File: src/rtl/rv_bus_pkg.sv
// rtl/rv_bus_pkg.sv - shared types and constants for the picorv32 memory arbiter
package rv_bus_pkg;

    typedef enum logic [2:0] {
        ST_IDLE,
        ST_MEM,
        ST_IO_WAIT,
        ST_FAULT,
        ST_RESP
    } bus_state_t;

    typedef enum logic {
        REQ_CORE = 1'b0,
        REQ_LDR  = 1'b1
    } req_id_t;

    typedef enum logic [1:0] {
        REGION_MEM,
        REGION_IO,
        REGION_FAULT
    } region_t;

    localparam logic [31:0] DEFAULT_IO_BASE = 32'h1000_0000;
    localparam logic [31:0] DEFAULT_IO_MASK = 32'hF000_0000;
    localparam logic [31:0] FAULT_RDATA     = 32'h0000_0000;

endpackage

File: src/rtl/rv_addr_decode.sv
// rtl/rv_addr_decode.sv - maps an address and requester to memory, IO or fault
module rv_addr_decode
    import rv_bus_pkg::*;
#(
    parameter int          ADDR_W  = 12,
    parameter logic [31:0] IO_BASE = DEFAULT_IO_BASE,
    parameter logic [31:0] IO_MASK = DEFAULT_IO_MASK
) (
    input  logic [31:0] addr,
    input  req_id_t     rid,
    output region_t     region
);

    // Only the core may reach the IO window; the loader targets main memory only.
    always_comb begin
        region = REGION_FAULT;
        if (addr[31:ADDR_W+2] == '0) begin
            region = REGION_MEM;
        end else if ((rid == REQ_CORE) && ((addr & IO_MASK) == IO_BASE)) begin
            region = REGION_IO;
        end
    end

endmodule

File: src/rtl/rv_mem_arbiter.sv
// rtl/rv_mem_arbiter.sv - round-robin core/loader arbiter for main BRAM and the IO window
module rv_mem_arbiter
    import rv_bus_pkg::*;
#(
    parameter int          MEM_WORDS  = 4096,
    parameter logic [31:0] IO_BASE    = DEFAULT_IO_BASE,
    parameter logic [31:0] IO_MASK    = DEFAULT_IO_MASK,
    parameter int          IO_TIMEOUT = 255,
    localparam int         ADDR_W     = $clog2(MEM_WORDS)
) (
    input  logic              picorv_clk,
    input  logic              reset,
    input  logic              core_valid,
    input  logic [31:0]       core_addr,
    input  logic [31:0]       core_wdata,
    input  logic [3:0]        core_wstrb,
    output logic [31:0]       core_rdata,
    output logic              core_ready,
    input  logic              ldr_valid,
    input  logic [31:0]       ldr_addr,
    input  logic [31:0]       ldr_wdata,
    output logic              ldr_ready,
    output logic [ADDR_W-1:0] mem_addr,
    output logic [31:0]       mem_wdata,
    output logic [3:0]        mem_wstrb,
    input  logic [31:0]       mem_rdata,
    output logic              io_valid,
    output logic [31:0]       io_addr,
    output logic [31:0]       io_wdata,
    output logic [3:0]        io_wstrb,
    input  logic [31:0]       io_rdata,
    input  logic              io_ready,
    output logic              bus_fault,
    output logic [31:0]       fault_addr
);

    localparam int              TO_W    = (IO_TIMEOUT < 1) ? 1 : $clog2(IO_TIMEOUT + 1);
    localparam logic [TO_W-1:0] TO_LAST = TO_W'(IO_TIMEOUT);

    bus_state_t      state, state_next;
    req_id_t         rid_q, last_q, gnt_id;
    logic            gnt_valid;
    logic [31:0]     req_addr;
    region_t         req_region;
    logic [31:0]     addr_q, wdata_q, rdata_q, io_rdata_q, fault_addr_q;
    logic [3:0]      wstrb_q;
    logic            io_valid_q, io_ready_q, bus_fault_q;
    logic [TO_W-1:0] to_cnt;

    // Tie goes to whoever was not served last.
    always_comb begin
        gnt_valid = 1'b0;
        gnt_id    = REQ_CORE;
        if (core_valid && ldr_valid) begin
            gnt_valid = 1'b1;
            gnt_id    = (last_q == REQ_CORE) ? REQ_LDR : REQ_CORE;
        end else if (ldr_valid) begin
            gnt_valid = 1'b1;
            gnt_id    = REQ_LDR;
        end else if (core_valid) begin
            gnt_valid = 1'b1;
            gnt_id    = REQ_CORE;
        end
    end

    assign req_addr = (gnt_id == REQ_LDR) ? ldr_addr : core_addr;

    rv_addr_decode #(
        .ADDR_W  (ADDR_W),
        .IO_BASE (IO_BASE),
        .IO_MASK (IO_MASK)
    ) u_addr_decode (
        .addr   (req_addr),
        .rid    (gnt_id),
        .region (req_region)
    );

    always_comb begin
        state_next = state;
        case (state)
            ST_IDLE: begin
                if (gnt_valid) begin
                    case (req_region)
                        REGION_MEM: state_next = ST_MEM;
                        REGION_IO:  state_next = ST_IO_WAIT;
                        default:    state_next = ST_FAULT;
                    endcase
                end
            end
            ST_MEM:     state_next = ST_RESP;
            ST_IO_WAIT: begin
                if (io_ready_q) begin
                    state_next = ST_RESP;
                end else if (to_cnt == TO_LAST) begin
                    state_next = ST_FAULT;
                end
            end
            ST_FAULT:   state_next = ST_RESP;
            ST_RESP:    state_next = ST_IDLE;
            default:    state_next = ST_IDLE;
        endcase
    end

    always_ff @(posedge picorv_clk) begin
        if (reset) begin
            state <= ST_IDLE;
        end else begin
            state <= state_next;
        end
    end

    // io_ready is registered; io_valid drops the cycle after the handshake.
    always_ff @(posedge picorv_clk) begin
        if (reset) begin
            rid_q        <= REQ_CORE;
            last_q       <= REQ_CORE;
            addr_q       <= '0;
            wdata_q      <= '0;
            wstrb_q      <= '0;
            rdata_q      <= '0;
            io_rdata_q   <= '0;
            io_valid_q   <= 1'b0;
            io_ready_q   <= 1'b0;
            to_cnt       <= '0;
            bus_fault_q  <= 1'b0;
            fault_addr_q <= '0;
        end else begin
            io_valid_q <= (state_next == ST_IO_WAIT) && !(io_valid_q && io_ready);
            io_ready_q <= (state == ST_IO_WAIT) && io_valid_q && io_ready;
            if ((state == ST_IO_WAIT) && io_valid_q && io_ready) begin
                io_rdata_q <= io_rdata;
            end
            to_cnt <= (state == ST_IO_WAIT) ? to_cnt + 1'b1 : '0;

            case (state)
                ST_IDLE: begin
                    if (gnt_valid) begin
                        rid_q   <= gnt_id;
                        addr_q  <= req_addr;
                        wdata_q <= (gnt_id == REQ_LDR) ? ldr_wdata : core_wdata;
                        wstrb_q <= (gnt_id == REQ_LDR) ? 4'hF : core_wstrb;
                    end
                end
                ST_MEM: begin
                    if (rid_q == REQ_CORE) begin
                        rdata_q <= mem_rdata;
                    end
                end
                ST_IO_WAIT: begin
                    if (io_ready_q) begin
                        rdata_q <= io_rdata_q;
                    end
                end
                ST_FAULT: begin
                    bus_fault_q <= 1'b1;
                    if (!bus_fault_q) begin
                        fault_addr_q <= addr_q;
                    end
                    if (rid_q == REQ_CORE) begin
                        rdata_q <= FAULT_RDATA;
                    end
                end
                ST_RESP: last_q <= rid_q;
                default: ;
            endcase
        end
    end

    assign core_ready = (state == ST_RESP) && (rid_q == REQ_CORE);
    assign ldr_ready  = (state == ST_RESP) && (rid_q == REQ_LDR);
    assign core_rdata = rdata_q;
    assign mem_addr   = addr_q[ADDR_W+1:2];
    assign mem_wdata  = wdata_q;
    assign mem_wstrb  = (state == ST_MEM) ? wstrb_q : 4'h0;
    assign io_valid   = io_valid_q;
    assign io_addr    = addr_q;
    assign io_wdata   = wdata_q;
    assign io_wstrb   = io_valid_q ? wstrb_q : 4'h0;
    assign bus_fault  = bus_fault_q;
    assign fault_addr = fault_addr_q;

endmodule

File: config.mk
export PLATFORM = sky130hd
export DESIGN_NAME = rv_mem_arbiter
export DESIGN_NICKNAME = d
export VERILOG_FILES = /design/src/rtl/rv_bus_pkg.sv /design/src/rtl/rv_addr_decode.sv /design/src/rtl/rv_mem_arbiter.sv
export SDC_FILE = /design/constraint.sdc
export NUM_CORES = 1
export LEC_CHECK = 0
export BUFFER_PORTS_ARGS = -buffer_cell sky130_fd_sc_hd__buf_2
export CAP_MARGIN = 20
export CORE_AREA = 2 2 148 150
export CTS_CLUSTER_SIZE = 8
export DETAILED_ROUTE_END_ITERATION = 8
export DIE_AREA = 0 0 150 152
export PLACE_DENSITY = 0.78
export REMOVE_ABC_BUFFERS = 1
export SYNTH_ARGS = -nofsm -noshare
export SYNTH_HDL_FRONTEND = slang
export SYNTH_SLANG_ARGS = --single-unit
File: constraint.sdc
create_clock -name picorv_clk -period 1.7 [get_ports picorv_clk]
set_input_delay 0.085 -clock picorv_clk [delete_from_list [all_inputs] [get_ports picorv_clk]]
set_output_delay 0.085 -clock picorv_clk [all_outputs]
set_load 0.1 [all_outputs]
==> impl_metrics.py, run 1 <==
metrics = {
    "sta": {
        "tns_ns": 0,
        "hold_violations": 0,
        "worst_pin_slew_ns": 0.544,
        "finalCriticalPeriod_ns": 1.66,
        "grt_setup_unrepaired": "yes",
        "hold_ws_ns": 0.00728,
        "fin_ws_ns": 0.0360,
        "max_freq_ghz": 0.601,
        "timing.final.crit_share": 0.979,
        "finClkSkew_ns": 0.0151,
        "setup_viol": 0,
        "max-slew-margin-rel": 0.640,
        "drv_slew": 0,
    },
    "floorplan": {
        "num_rows": 54,
        "die_h_um": 152,
        "die_area_um2": 22800,
        "core-area_um2": 21400,
        "start_util": 0.364,
        "die_w_um": 150,
        "design.portCount": 385,
    },
    "global_routing": {
        "grt_pass1_vias": 8204,
        "grt_pass1_wl_um": 43500,
        "grt_max_degree": 65,
        "overflow": 0,
        "grtUsageTotal": 0.244,
        "antenna_found_initial": 9,
    },
    "cts": {
        "root_buffer": "clkbuf_16",
        "cts.path.max_buffers": 2,
        "cts.clk_slew.worst_paths_ns": 0.08,
        "cts_sinks": 180,
        "htreeDepth": 4,
        "cts_inserted_buffers": 17,
        "clk_latency_ns": 0.43,
        "cts_tree": "done",
    },
    "run_status": {
        "status": "completed",
    },
    "worst_setup_path": {
        "worstPathMaxFanout": 5,
        "startpoint_type": "flop",
        "path_class": "reg2reg",
        "arrival_ns": 2.00,
        "end_kind": "flop",
        "cp.required_ns": 2.04,
    },
    "finish": {
        "finalNetCount": 1544,
        "nFillCells": 1835,
        "final_cell_mix": "377 x buf_2, 179 x dfxtp_1, 133 x nand2_1",
        "final_cells": 1641,
        "drive_gt1_frac": 0.342,
        "layout_commonest_cell": "buf_2",
        "syn_to_final_growth_pct": 51.2,
        "finalInstanceArea_um2": 11700,
    },
    "yosys": {
        "syn_avg_cell_area_um2": 8.50,
        "seq_area_frac_synth": 0.464,
        "synth_flop_cell": "dfxtp_1",
        "async_flop_share": 0,
        "synth_seq_cells": 180,
        "netlist_instances": 913,
        "ys_warn_count": 0,
        "synth-edff-count": 0,
        "synth_area_um2": 7760,
        "ys_types": 38,
    },
    "placement": {
        "dpl_worst_slack_ns": 0.00905,
        "placed_cell_area_um2": 9800,
        "io_buffers": 384,
        "dpl.cell_count": 1482,
        "hpwl_um": 19600,
        "gp_congestion": 0.847,
    },
    "power_and_ir_drop": {
        "pwr-share-comb": 0.485,
        "p_sw_mw": 9.29,
        "powerDensity_nw_per_um2": 1530,
        "swShare": 0.518,
        "power_frac_seq": 0.292,
        "clkPwrFrac": 0.224,
        "p_int_mw": 8.65,
        "vdd.ir_drop.worst_mv": 1.24,
        "cellLeakagePower_nw": 5.22,
    },
    "detailed_routing": {
        "vias": 8538,
        "drc": 0,
        "wl_um": 30100,
        "drt_iter0_drc": 393,
        "first_pass_iters": 5,
        "ant_nets": 0,
        "viasPerCell": 5.20,
        "wl_per_cell_um": 18.4,
    },
    "job": {
        "maxCapViolCount": 0,
    },
    "worst_hold_path": {
        "hold_class": "in2reg",
    },
}
==> state kept, by name, summed over array words and instances (netlist names) <==
signal      flops
core_rdata     32
fault_addr     32
io_addr        32
io_rdata_q     32
io_wdata       32
to_cnt          8
wstrb_q         4
state           3
bus_fault       1
io_ready_q      1
io_valid        1
last_q          1
rid_q           1
==> cell families after synthesis <==
family                     synth area share
AOI/OAI and AO/OA                     0.170
xor gates and xnor gates            0.00451
adders and majority gates           0.00161
buffers and inverters                0.0843
DFF                                   0.464
muxes                                0.0813
and+or+nand+nor                       0.194
==> routing by layer <==
| metal | vias up | wire length (um) | global-route usage |
|---|---|---|---|
| met4 | 4 | 1400 | 0.129 |
| li1 | 3998 | - | - |
| met5 | - | 27 | 0 |
| met2 | 489 | 15100 | 0.428 |
| met1 | 3960 | 10900 | 0.264 |
| met3 | 87 | 2660 | 0.0664 |
==> layout make-up <==
type                       instances  area [um^2]  area share
antenna                            7         17.5     0.00149
tap                              280          350      0.0299
sequential                       180         3600       0.307
multi-input combinational        612         3610       0.308
clock inverter                    13          151      0.0129
timing repair buffer             529         3550       0.302
clock buffer                      18          439      0.0374
inverter                           2         7.51    0.000640
==> synthesized netlist by cell type, types with 2 or more instances <==
master / count / area [um^2]
nor3b_1: 32 / 240
a211o_1: 2 / 17.5
buf_4: 44 / 330
o21ai_0: 5 / 25.0
nand3_1: 4 / 20.0
or3_1: 4 / 25.0
nand3b_1: 3 / 22.5
a21oi_1: 101 / 505
a211oi_1: 94 / 706
buf_1: 5 / 18.8
nor2_1: 115 / 432
buf_2: 22 / 110
a311oi_1: 2 / 17.5
clkbuf_1: 47 / 176
dfxtp_1: 180 / 3600
nor3_1: 15 / 75.1
and2_1: 4 / 25.0
mux2i_1: 63 / 631
nand2_1: 133 / 499
nor4_1: 6 / 37.5
and3_1: 6 / 37.5
nand4_1: 2 / 12.5
nand2b_1: 6 / 37.5
inv_1: 2 / 7.51
xor2_1: 3 / 26.3
==> power by group through the flow <==
stage                     clock [mW]  combinational (mW)  sequential (mW)
after floorplan                    0                1.58             10.3
after global placement             0                8.20             5.26
after detailed placement           0                8.26             5.28
after CTS                       4.07                8.48             5.19
after global routing            4.26                9.00             5.28
final                           4.01                8.70             5.23
==> through the flow <==
step           power, mW   util
3_5_place_dp        13.5  0.459
2_1_floorplan       11.9      -
4_1_cts             17.7  0.542
6_report            17.9  0.550
3_3_place_gp        13.5  0.459
5_1_grt             18.5  0.549
==> final timing paths <==
path	start	end	slack [ns]	cells after the start
worst max register to register	state[2]	io_valid	0.04	4
worst min-delay path	ldr_wdata[18]	io_wdata[18]	0.007	3
worst min register to register	io_rdata_q[4]	io_rdata_q[4]	0.45	2
worst max-delay path	state[2]	io_valid	0.04	4
==> critical path, stage by stage (launching register included) <==
cell and delay [ns]:
dfxtp_1 0.37, or4b_4 0.57, or3_4 0.35, nor3b_1 0.16
a211oi_2 0.14
==> what timing repair did <==
item | 4_1_cts | 5_1_grt
setup buffers | 0 | 1
gates cloned | 0 | 2
hold buffers | 117 | 1
hold endpoints to repair | 106 | 1
gates resized for setup | 1 | 18
pin swaps | 0 | 1
endpoints found under the setup margin | 1 | 108
Note: power is estimated with default switching activity, not from simulation.
==> run 2: changes to the inputs <==
--- a/config.mk
+++ b/config.mk
@@ -5,13 +5,13 @@
 export SDC_FILE = /design/constraint.sdc
 export NUM_CORES = 1
 export LEC_CHECK = 0
-export BUFFER_PORTS_ARGS = -buffer_cell sky130_fd_sc_hd__buf_2
 export CAP_MARGIN = 20
-export CORE_AREA = 2 2 148 150
+export CORE_AREA = 2 2 150 152
 export CTS_CLUSTER_SIZE = 8
 export DETAILED_ROUTE_END_ITERATION = 8
-export DIE_AREA = 0 0 150 152
-export PLACE_DENSITY = 0.78
+export DIE_AREA = 0 0 152 154
+export DONT_BUFFER_PORTS = 1
+export PLACE_DENSITY = 0.6
 export REMOVE_ABC_BUFFERS = 1
 export SYNTH_ARGS = -nofsm -noshare
 export SYNTH_HDL_FRONTEND = slang
==> run 2 against run 1 <==
Net effect:
- the flow now finishes with violations (negative hold slack)
- flip-flop and latch count stayed put
- sequential power is 1% lower
- cell area is 17% lower
- core utilization is 9.8 points lower
- cell count is 22% lower
- maximum frequency is 1.8% higher
- clock skew is 0.0048 ns lower
- power is 2.6% lower
- register-to-register slack better by 0.05 ns
- non-clock buffer count is 349 lower
- via count is 22% lower
- hold slack worse by 0.28 ns
- largest power group unchanged
- highest routed layer is now met4
==> impl_metrics.py, run 2 (synthesis results as in run 1) <==
metrics = {
    "run_status": {
        "status": "finished with violations",
        "violations": "negative hold slack",
    },
    "placement": {
        "io_buffers": 0,
        "hpwl_um": 18100,
        "placed_cell_area_um2": 9110,
        "gp_congestion": 0.808,
    },
    "finish": {
        "drive_gt1_frac": 0.265,
        "nFillCells": 2134,
        "syn_to_final_growth_pct": 26.2,
        "finalNetCount": 1195,
        "postLayoutCoreUtil": 0.452,
        "layout_commonest_cell": "buf_4",
        "finalInstanceArea_um2": 9790,
        "antenna_cells": 0,
        "final_cell_mix": "155 x buf_4, 134 x dfxtp_1, 133 x nand2_1",
    },
    "global_routing": {
        "antenna_found_initial": 0,
        "grtUsageTotal": 0.204,
        "grt_pass1_vias": 6244,
        "grt_pass1_wl_um": 37500,
        "grt_max_degree": 173,
        "overflow": 0,
    },
    "power_and_ir_drop": {
        "pwr-share-comb": 0.474,
        "power_frac_seq": 0.295,
        "cellLeakagePower_nw": 3.82,
        "p_sw_mw": 9.00,
        "p_int_mw": 8.48,
        "swShare": 0.515,
        "vdd.ir_drop.worst_mv": 1.26,
        "clkPwrFrac": 0.231,
        "powerDensity_nw_per_um2": 1780,
    },
    "worst_setup_path": {
        "path_class": "reg2out",
        "worstPathMaxFanout": 5,
        "critPathSlowestCell": "dfxtp_1",
        "path_depth": 3,
        "cp.required_ns": 1.62,
        "crit_family": "buffers and inverters",
        "reg2regPathDepth": 6,
        "critPathBufInv": 2,
        "end_kind": "primary output",
        "max_stage_delay_ns": 0.37,
        "worstPathCellList": "buf_4 > and2_1 > buf_12",
        "arrival_ns": 1.55,
        "startpoint_type": "flop",
    },
    "sta": {
        "drv_slew": 0,
        "hold_ws_ns": -0.272,
        "max-slew-margin-rel": 0.621,
        "max_freq_ghz": 0.612,
        "timing.final.crit_share": 0.962,
        "hold_violations": 162,
        "grt_setup_unrepaired": "yes",
        "finClkSkew_ns": 0.0104,
        "setup_viol": 0,
        "finalCriticalPeriod_ns": 1.63,
        "worst_pin_slew_ns": 0.573,
    },
    "detailed_routing": {
        "viasPerCell": 5.19,
        "highest_layer": "met4",
        "route.met3.wl_um": 2020,
        "drc": 0,
        "first_pass_iters": 4,
        "ant_nets": 0,
        "wl_met2_um": 12700,
        "drt_iter0_drc": 301,
        "wl_per_cell_um": 19.5,
        "vias": 6671,
        "wl_met1_um": 10100,
        "wl_um": 25100,
    },
    "cts": {
        "cts_sinks": 180,
        "cts.clk_slew.worst_paths_ns": 0.07,
        "clk_latency_ns": 0.42,
        "htreeDepth": 4,
        "cts_tree": "done",
        "cts.path.max_buffers": 2,
        "cts_inserted_buffers": 17,
        "cts_hold_buf": 4,
        "root_buffer": "clkbuf_16",
    },
    "floorplan": {
        "die_h_um": 154,
        "die_area_um2": 23400,
        "num_rows": 54,
        "die_w_um": 152,
        "start_util": 0.358,
        "design.portCount": 385,
        "core-area_um2": 21700,
    },
    "job": {
        "maxCapViolCount": 0,
    },
    "worst_hold_path": {
        "hold_depth": 1,
        "hold_class": "in2reg",
    },
}
-- run 2: changes by cell type in the layout (fill, tap and decap cells not counted), sizes merged --
cell         change
bufinv           -1
inv              +6
clkinv           -4
buf            -234
dlygate4sd3    -114
clkbuf           -1
diode            -7
-- run 2: power by group through the flow --
stage | clock (mW) | sequential, mW | combinational [mW]
CTS | 4.15 | 5.15 | 8.26
floorplan | 0 | 10.3 | 1.58
finish | 4.03 | 5.16 | 8.29
global route | 4.30 | 5.23 | 8.60
detailed placement | 0 | 5.25 | 8.25
global placement | 0 | 5.23 | 8.21
-- run 2: what timing repair did --
action                     CTS  global route
gates resized for setup      0             6
hold endpoints to repair   172           168
buffers inserted             0             1
setup endpoints to repair    0            49
-- run 2: layout make-up --
class	count	area [um^2]	share of cell area
tap	280	350	0.0358
multi-input combinational	612	3560	0.363
inverter	2	7.51	0.000766
clock buffer	18	439	0.0448
timing repair buffer	180	1620	0.165
clock inverter	14	156	0.0160
sequential	180	3660	0.374
-- run 2: final timing paths --
kind / start / endpoint / slack (ns)
setup / recovery: io_valid / io_wstrb[1] / 0.07
hold / removal: reset / io_rdata_q[13] / -0.27
setup reg to reg: state[2] / core_rdata[3] / 0.09
hold reg to reg: io_rdata_q[4] / io_rdata_q[4] / 0.45
-- run 2: routing by layer --
layer | vias to the layer above | global-route usage
li1 | 3288 | -
met2 | 260 | 0.354
met3 | 15 | 0.0758
met1 | 3108 | 0.239
met5 | - | 0
met4 | 0 | 0.0481
-- run 2: metrics by stage --
step	TNS, ns	power, mW	std cells	setup slack (ns)
2_1_floorplan	-596.08	11.9	794	-6.81
3_3_place_gp	0	13.4	1248	0.128
3_5_place_dp	0	13.5	1248	0.0714
4_1_cts	0	17.6	1284	0.0323
5_1_grt	-0.00385	18.1	1286	-0.00217
6_report	0	17.5	1286	0.0654
-- run 2: worst reg2reg max path: stages (launching register included) --
cell	delay [ns]
dfxtp_1	0.34
buf_4	0.15
nand2b_2	0.22
buf_12	0.20
nor3b_1	0.34
a21oi_1	0.07
a211oi_1	0.22
==> run 3: changes to the inputs <==
--- a/config.mk
+++ b/config.mk
@@ -11,8 +11,8 @@
 export DETAILED_ROUTE_END_ITERATION = 8
 export DIE_AREA = 0 0 152 154
 export DONT_BUFFER_PORTS = 1
-export PLACE_DENSITY = 0.6
-export REMOVE_ABC_BUFFERS = 1
+export PLACE_DENSITY = 0.61
 export SYNTH_ARGS = -nofsm -noshare
 export SYNTH_HDL_FRONTEND = slang
+export SYNTH_HIERARCHICAL = 1
 export SYNTH_SLANG_ARGS = --single-unit
==> run 3 against run 2 <==
Net effect:
- the flow finishes with violations (negative hold slack, negative setup slack)
- cell count increased by 6.5%
- maximum frequency decreased by 32%
- wire length increased by 2.8%
- sequential power decreased by 4%
- setup slack got worse by 0.76 ns
- clock-buffer cell count increased by 1
- die area unchanged
- register-to-register slack got worse by 0.78 ns
- global-route usage about the same
- first-iteration DRC count increased by 44%
- critical path depth increased by 8
- via count increased by 6.6%
- critical path type is now reg2reg
- critical endpoint is now io_valid
==> impl_metrics.py, run 3 <==
metrics = {
    "yosys": {
        "synth_seq_cells": 180,
        "ys_types": 41,
        "synth.area.top_cells": "dfxtp_1 46%, a21oi_1 8.3%, nand2_1 8.2%",
        "synth_common_cells": "180 x dfxtp_1, 171 x nand2_1, 131 x a21oi_1, 117 x nor2_1, 77 x nor3_1",
        "yosysTopAreaCell": "dfxtp_1",
        "syn_nets": 1178,
        "syn_avg_cell_area_um2": 8.05,
        "async_flop_share": 0,
        "seq_area_frac_synth": 0.459,
        "synth_area_um2": 7850,
        "netlist_instances": 976,
        "yosysMostFrequentCell": "dfxtp_1",
        "synth-edff-count": 0,
        "synth_flop_cell": "dfxtp_1",
        "ys_warn_count": 6,
        "synth_top_area_frac": 0.459,
    },
    "detailed_routing": {
        "wl_per_cell_um": 18.8,
        "first_pass_iters": 4,
        "drt_iter0_drc": 433,
        "wl_um": 25800,
        "drc": 0,
        "ant_nets": 0,
        "viasPerCell": 5.19,
        "vias": 7108,
    },
    "cts": {
        "cts_inserted_buffers": 17,
        "clk_latency_ns": 0.43,
        "root_buffer": "clkbuf_16",
        "cts_sinks": 180,
        "cts.path.max_buffers": 2,
        "cts.clk_slew.worst_paths_ns": 0.07,
        "htreeDepth": 4,
        "cts_tree": "done",
    },
    "run_status": {
        "status": "finished with violations",
        "violations": "negative hold slack, negative setup slack",
    },
    "sta": {
        "finalCriticalPeriod_ns": 2.39,
        "max_freq_ghz": 0.418,
        "hold_ws_ns": -0.265,
        "worst_pin_slew_ns": 0.577,
        "finClkSkew_ns": 0.0148,
        "timing.final.crit_share": 1.41,
        "tns_ns": -1.94,
        "setup_viol": 3,
        "max-slew-margin-rel": 0.618,
        "hold_violations": 167,
        "grt_setup_unrepaired": "yes",
        "drv_slew": 0,
        "fin_ws_ns": -0.691,
    },
    "worst_setup_path": {
        "startpoint_type": "flop",
        "worstPathMaxFanout": 8,
        "path_class": "reg2reg",
        "reg2reg_slack_ns": -0.69,
        "arrival_ns": 2.74,
        "cp.required_ns": 2.05,
        "end_kind": "flop",
    },
    "floorplan": {
        "die_w_um": 152,
        "design.portCount": 385,
        "num_rows": 54,
        "die_area_um2": 23400,
        "core-area_um2": 21700,
        "die_h_um": 154,
        "start_util": 0.362,
    },
    "worst_hold_path": {
        "hold_class": "in2reg",
    },
    "power_and_ir_drop": {
        "vdd.ir_drop.worst_mv": 0.621,
        "powerDensity_nw_per_um2": 1520,
        "p_sw_mw": 7.66,
        "clkPwrFrac": 0.247,
        "power_frac_seq": 0.314,
        "swShare": 0.485,
        "p_int_mw": 8.15,
        "pwr-share-comb": 0.439,
        "cellLeakagePower_nw": 4.09,
    },
    "placement": {
        "hpwl_um": 17100,
        "gp_congestion": 0.840,
        "io_buffers": 0,
    },
    "global_routing": {
        "grt_pass1_vias": 6654,
        "grtUsageTotal": 0.203,
        "antenna_found_initial": 1,
        "grt_max_degree": 172,
        "overflow": 0,
        "grt_pass1_wl_um": 37800,
    },
    "finish": {
        "final_cell_mix": "168 x nand2_1, 155 x buf_4, 131 x dfxtp_1",
        "layout_commonest_cell": "nand2_1",
        "drive_gt1_frac": 0.310,
        "finalNetCount": 1278,
        "syn_to_final_growth_pct": 32.6,
    },
    "job": {
        "maxCapViolCount": 0,
    },
}
## run 3: changes by cell type after synthesis, sizes merged, moves of 32 or more
| cell | previous run | this run |
|---|---|---|
| mux2i | 63 | 0 |
| nor2b | 0 | 35 |
| nand2 | 133 | 171 |
| nor3 | 15 | 79 |
| a211oi | 95 | 63 |
| mux2 | 0 | 32 |
## run 3: path summary, 6_finish.rpt
path                               startpoint             to  depth (start not counted)
worst max register to register         last_q       io_valid                         11
worst max-delay path                   last_q       io_valid                         11
worst min register to register  io_rdata_q[1]  io_rdata_q[1]                          2
worst min-delay path                    reset   io_wdata[23]                          1
## run 3: worst max-delay path, stage by stage, from the launching register on
cell and delay, ns:
dfxtp_2 0.35, nand2_4 0.07, nand2_8 0.12, clkinv_8 0.09
mux2_4 0.33, nor4_4 0.27, nand4_1 0.15, a2111o_1 0.43
inv_2 0.08, a2111oi_4 0.06, a41oi_2 0.19, nor3b_2 0.18
## run 3: what timing repair did
item	CTS	global route
gates resized for setup	28	36
pin swaps	5	16
setup endpoints to repair	10	95
hold endpoints to repair	173	167
gates cloned	2	5
buffers inserted	6	7
hold buffers	5	2
## run 3: cells by family (layout without fill, tap and decap cells)
logic type	count (synthesis)	count (layout)	share of synthesized area
buffers and inverters	125	238	0.0900
xor gates and xnor gates	6	6	0.00669
AOI/OAI and AO/OA	199	199	0.149
other	0	1	0
muxes	32	32	0.0459
adders and majority gates	1	1	0.00159
and+or+nand+nor	433	433	0.248
DFF	180	180	0.459
## run 3: layout make-up
| type | count | area (um^2) |
|---|---|---|
| sequential | 180 | 3660 |
| multi-input combinational | 671 | 3750 |
| clock inverter | 13 | 139 |
| timing repair inverter | 2 | 25.0 |
| antenna | 1 | 2.50 |
| fill | 2104 | 11300 |
| clock buffer | 19 | 453 |
| timing repair buffer | 202 | 2010 |
| inverter | 2 | 20.0 |
| tap | 280 | 350 |
## run 3: layer usage
layer  global-route usage  vias to the layer above  share of wire
met5                    0                        -              0
met4               0.0899                        0          0.033
met3               0.0552                       51          0.064
met2                0.337                      273           0.48
met1                0.249                     3330           0.42
li1                     -                     3454              -
## run 3: power groups by stage
stage | Combinational (mW) | Sequential [mW] | Clock, mW
after floorplan | 3.00 | 7.72 | 0
after global placement | 6.74 | 5.04 | 0
after detailed placement | 6.77 | 5.05 | 0
after CTS | 6.87 | 4.96 | 4.02
after global routing | 7.22 | 5.02 | 4.20
final | 6.95 | 4.97 | 3.90
## run 3: per-stage QoR
stage	std cells	util	power, mW	worst slack (ns)	area (um^2)
after floorplan	976	-	10.7	-0.557	7920
after global placement	1312	0.427	11.8	-0.798	9260
after detailed placement	1312	0.427	11.8	-0.859	9260
after CTS	1357	0.464	15.8	-0.721	10100
after global routing	1370	0.480	16.4	-0.772	10400
final	1370	0.480	15.8	-0.691	10400
